==> config.mk <==
export PLATFORM = sky130hd
export DESIGN_NAME = psi_threshold_stream
export DESIGN_NICKNAME = d
export VERILOG_FILES = /design/src/rtl/psi_pkg.sv /design/src/rtl/psi_popcount.sv /design/src/rtl/psi_threshold_stream.sv
export SDC_FILE = /design/constraint.sdc
export NUM_CORES = 1
export LEC_CHECK = 0
export ABC_AREA = 1
export CAP_MARGIN = 20
export CORE_ASPECT_RATIO = 1.4
export CORE_MARGIN = 8
export CORE_UTILIZATION = 30
export DETAILED_ROUTE_END_ITERATION = 12
export SYNTH_ARGS = -nofsm -noshare
export SYNTH_HDL_FRONTEND = slang
export SYNTH_SLANG_ARGS = --single-unit
==> constraint.sdc <==
create_clock -name clk -period 11 [get_ports clk]
set_input_delay 1.65 -clock clk [delete_from_list [all_inputs] [get_ports clk]]
set_output_delay 1.65 -clock clk [all_outputs]
set_load 0.01 [all_outputs]
==> src/rtl/psi_pkg.sv <==
// Shared types and width helpers for the streaming threshold intersection block.
package psi_pkg;

    typedef enum logic {
        ACCUM,
        EMIT
    } state_t;

    function automatic int cnt_w(input int n);
        return $clog2(n + 1);
    endfunction

    function automatic int pc_w(input int w);
        return $clog2(w + 1);
    endfunction

    function automatic int tot_w(input int w, input int chunks);
        return $clog2(w * chunks + 1);
    endfunction

endpackage

==> src/rtl/psi_popcount.sv <==
// Combinational population count of a W-bit word.
module psi_popcount
    import psi_pkg::*;
#(
    parameter int W = 32
) (
    input  logic [W-1:0]        data,
    output logic [pc_w(W)-1:0]  count
);

    localparam int PC_W = pc_w(W);

    // NOTE: give every combinational output a default first so no path leaves it unassigned (no latch).
    always_comb begin
        count = '0;
        for (int i = 0; i < W; i++) begin
            count = count + PC_W'(data[i]);
        end
    end

endmodule

==> src/rtl/psi_threshold_stream.sv <==
// Streaming N-party threshold intersection: per-bit occurrence counters over one
// chunk, a thresholded result word per chunk, and running set cardinality.
module psi_threshold_stream
    import psi_pkg::*;
#(
    parameter int W      = 32,
    parameter int N      = 4,
    parameter int CHUNKS = 4
) (
    input  logic                          clk,
    input  logic                          rst_n,
    input  logic [cnt_w(N)-1:0]           thr,
    input  logic                          in_valid,
    output logic                          in_ready,
    input  logic [W-1:0]                  in_data,
    output logic                          out_valid,
    input  logic                          out_ready,
    output logic [W-1:0]                  out_data,
    output logic [pc_w(W)-1:0]            out_count,
    output logic [tot_w(W, CHUNKS)-1:0]   total_count,
    output logic                          done
);

    localparam int CNT_W = cnt_w(N);
    localparam int PC_W  = pc_w(W);
    localparam int TOT_W = tot_w(W, CHUNKS);
    localparam int CH_W  = (CHUNKS > 1) ? $clog2(CHUNKS) : 1;

    state_t             state_q, state_d;
    logic [CNT_W-1:0]   cnt_q   [W];
    logic [CNT_W-1:0]   cnt_upd [W];
    logic [CNT_W-1:0]   party_q;
    logic [CNT_W-1:0]   thr_q;
    logic [CH_W-1:0]    chunk_q;
    logic [W-1:0]       hit;
    logic [PC_W-1:0]    hit_count;
    logic               accept, handshake;
    logic               last_party, last_chunk, first_word;

    assign accept     = in_valid & in_ready;
    assign handshake  = out_valid & out_ready;
    assign last_party = (party_q == CNT_W'(N - 1));
    assign last_chunk = (chunk_q == CH_W'(CHUNKS - 1));
    assign first_word = (party_q == '0) && (chunk_q == '0);

    always_comb begin
        state_d   = state_q;
        in_ready  = 1'b0;
        out_valid = 1'b0;
        case (state_q)
            ACCUM: begin
                in_ready = 1'b1;
                if (in_valid && last_party) state_d = EMIT;
            end
            EMIT: begin
                out_valid = 1'b1;
                if (out_ready) state_d = ACCUM;
            end
            default: state_d = ACCUM;
        endcase
    end

    // NOTE: sequential state uses non-blocking assignments so every register sees pre-edge values.
    always_ff @(posedge clk or negedge rst_n) begin
        if (!rst_n) state_q <= ACCUM;
        else        state_q <= state_d;
    end

    // Threshold is compared against the counts including the word being accepted.
    always_comb begin
        for (int i = 0; i < W; i++) begin
            cnt_upd[i] = cnt_q[i] + CNT_W'(in_data[i]);
            hit[i]     = (cnt_upd[i] >= thr_q);
        end
    end

    psi_popcount #(.W(W)) u_popcount (
        .data  (hit),
        .count (hit_count)
    );

    // NOTE: the counter array is reset on purpose: a mid-chunk reset must discard partial counts.
    always_ff @(posedge clk or negedge rst_n) begin
        if (!rst_n) begin
            for (int i = 0; i < W; i++) cnt_q[i] <= '0;
        end else if (handshake) begin
            for (int i = 0; i < W; i++) cnt_q[i] <= '0;
        end else if (accept) begin
            for (int i = 0; i < W; i++) cnt_q[i] <= cnt_upd[i];
        end
    end

    always_ff @(posedge clk or negedge rst_n) begin
        if (!rst_n) begin
            party_q     <= '0;
            chunk_q     <= '0;
            thr_q       <= CNT_W'(N);
            out_data    <= '0;
            out_count   <= '0;
            total_count <= '0;
            done        <= 1'b0;
        end else begin
            done <= handshake && last_chunk;
            if (accept) begin
                party_q <= last_party ? '0 : party_q + CNT_W'(1);
                if (first_word) begin
                    // Out-of-range or zero thresholds collapse to pure intersection.
                    thr_q       <= (thr == '0 || int'(thr) > N) ? CNT_W'(N) : thr;
                    total_count <= '0;
                end
                if (last_party) begin
                    out_data  <= hit;
                    out_count <= hit_count;
                end
            end
            if (handshake) begin
                total_count <= total_count + TOT_W'(out_count);
                chunk_q     <= last_chunk ? '0 : chunk_q + CH_W'(1);
            end
        end
    end

endmodule
==> run summary <==
# Post-CTS Setup Buffers: 0
Seq. cell area: 3800 µm²
clock transition at the registers of the reported paths: 70 ps
number of fillers in the final layout: 3504
clk sinks: 152
EDFF count, synth: 0
DRT iter0 DRCs: 385
syn nets: 1340
Startpoint Class: primary input
CTS buffer count: 17
Cells after Synth: 1097
Setup crit end kind: flip-flop
final hold viol count: 0
area delta synth->final: 17.8%
Routed WL: 24300 µm
worst-skew pair later-pin latency: 440 ps
f_max: 128 MHz
Post-Syn Area: 10200 µm²
layout cells sized above 1: 0.0599
Initial Util: 0.302
DR WL/cell: 14.9 µm
Critical Path AT: 8130 ps
count of pins over their slew limit: 0
Worst EP required: 11320 ps
Longest Clk Path Bufs: 2
top_reg_cell synth: dfrtp_1
largest net degree at the start of global routing: 109
max cap viols: 0
die width: 172 µm
top cells by area, synth: dfrtp_1 37%, ha_1 22%, nand2_1 7.6%
DR vias: 7627
row count: 80
CP Class: primary input to flip-flop
cell-by-cell trace of the critical path: clkdlybuf4s50_1, ha_1, ha_1, xnor2_1, inv_1, ha_1, a21oi_1, o211ai_1, ha_1, fa_1, inv_1, fa_1, inv_1, fa_1, fa_1, fa_1, inv_1, fa_1, fa_1, fa_1, o21bai_1, nand2_1, nand4_1, nand3_1
Crit Path Max Fanout: 3
Die H: 234 µm
Critical path buffers and inverters: 5
largest stage delay on the critical path: 540 ps
clk root buf: clkbuf_16
Layout Nets: 1415
Yosys Warn Count: 0
asr flop ratio synth: 1.00
most frequent cells after synthesis: 207 x nand2_1, 179 x ha_1, 151 x dfrtp_1, 143 x nand3_1, 129 x inv_1
cell taking the most area after synthesis: dfrtp_1
setup violators final: 0
gpl congestion: 0.773
slack of the critical path: 3190 ps
RSZ-0062 raised after global routing: false
CP delay by family, top: adder cells
drt first pass iters: 5
CP max-delay cell: fa_1
number of diodes: 0
Worst Hold Class: flip-flop to flip-flop
first-pass GRT wire length: 40200 µm
Ports: 88
Non-Filler Instances: 1636
minimum clock period: 7810 ps
Finished Core Util: 0.356
die area: 40300 µm²
setup TNS: 0 ps
initial antenna violation count: 0
PortBufs: 87
multi-input logic area: 5660 µm²
hpwl dp: 16900 µm
grt ovf: 0
Max Clock Skew: 9.76 ps
Vias per Instance: 4.66
vias in the first global route: 7761
flops & latches, synth: 152
syn avg cell area: 9.31 µm²
gr usage total: 0.128
H-tree levels: 4
most frequent CP cell: fa_1
status: finished, final reports clean
Routed Antenna Nets: 0
synth unique cells: 28
core area: 33800 µm²
Slew @ Worst Pin: 882 ps
sequential share of the synthesized area: 0.372
Place WS: 2700 ps
CTS Hold Bufs: 0
Rel. slew slack: 0.412
fin crit share: 0.710
TritonCTS clock tree: done
cells resized by post-CTS repair: 0
# DRC: 0
placed cell count: 1603
Yosys top cell area share: 0.370
cell with the most instances after synthesis: nand2_1
[layout make-up]
cell class | instances | area share
multi-input cells | 774 | 0.470
flip-flops and latches | 152 | 0.316
repair buffers | 95 | 0.0791
well taps | 451 | 0.0469
inverters | 132 | 0.0414
clock buffers | 22 | 0.0402
clock inverters | 10 | 0.00582
[worst register-to-register path: stages (launching register included)]
cell and delay [ps]:
dfrtp_1 390, ha_1 180, ha_1 180, xnor2_1 180, inv_1 70, ha_1 300, a21oi_1 160, o211ai_1 140
ha_1 330, fa_1 530, inv_1 60, fa_1 530, inv_1 50, fa_1 470, fa_1 520, fa_1 540
inv_1 50, fa_1 480, fa_1 480, fa_1 410, o21bai_1 150, nand2_1 80, nand4_1 70, nand3_1 70
[cell families (layout without fill, tap and decap cells)]
logic type / count (synthesis) / count (layout) / synth area share
and+or+nand+nor: 365 / 365 / 0.156
xor gates and xnor gates: 34 / 34 / 0.0291
adders and majority gates: 204 / 204 / 0.268
DFF: 152 / 152 / 0.372
buffers and inverters: 171 / 259 / 0.0742
AOI/OAI and AO/OA: 171 / 171 / 0.100
[through the flow]
step,hold slack [ps],area [µm²]
2_1_floorplan,436,10200
3_3_place_gp,454,11500
4_1_cts,473,12000
5_1_grt,489,12000
3_5_place_dp,456,11500
6_report,473,12000
[path summary, 6_finish.rpt]
| check | startpoint | slack (ps) | end | depth (start not counted) |
|---|---|---|---|---|
| worst min-delay path | party_q[2] | 470 | party_q[2] | 2 |
| worst min register to register | party_q[2] | 470 | party_q[2] | 2 |
| worst max register to register | cnt_q[93] | 4450 | out_count[4] | 23 |
| min in group asynchronous | rst_n | 1130 | done | 1 |
| max in group asynchronous | rst_n | 8090 | cnt_q[30] | 3 |
| worst max-delay path | in_data[0] | 3190 | out_count[4] | 24 |
[flip-flops by register name (all words and copies together) (netlist names)]
signal       count
cnt_q           96
out_data        32
total_count      8
out_count        6
party_q          3
thr_q            3
chunk_q          2
done             1
state_q          1
[per-layer routing]
layer  wire length [µm]  track usage  share of wire
met5                  0            0              0
met4                388       0.0359          0.016
met3                725       0.0281          0.030
met2              12800        0.237           0.53
met1              10400        0.145           0.43
[layout by cell type (no fill, tap or decap), types with 2 or more instances in the layout]
| cell type | synthesis | final |
|---|---|---|
| a21oi_1 | 38 | 38 |
| clkinvlp_4 | 0 | 5 |
| o211ai_1 | 32 | 32 |
| nand2_1 | 207 | 206 |
| clkdlybuf4s50_1 | 0 | 86 |
| o21ai_0 | 76 | 76 |
| xnor2_1 | 33 | 33 |
| clkbuf_8 | 0 | 4 |
| clkinv_2 | 0 | 3 |
| o21ai_2 | 21 | 21 |
| buf_4 | 11 | 7 |
| a22o_1 | 2 | 2 |
| clkbuf_16 | 0 | 17 |
| nor2_1 | 8 | 8 |
| nand3_1 | 143 | 143 |
| inv_1 | 129 | 129 |
| nand2_4 | 1 | 2 |
| inv_2 | 2 | 2 |
| fa_1 | 25 | 25 |
| nand4_1 | 2 | 2 |
| or2_2 | 2 | 2 |
| dfrtp_1 | 151 | 151 |
| ha_1 | 179 | 179 |
Power is not shown: default switching activity piles up to over one toggle a cycle in this logic, so the estimate is an artifact.
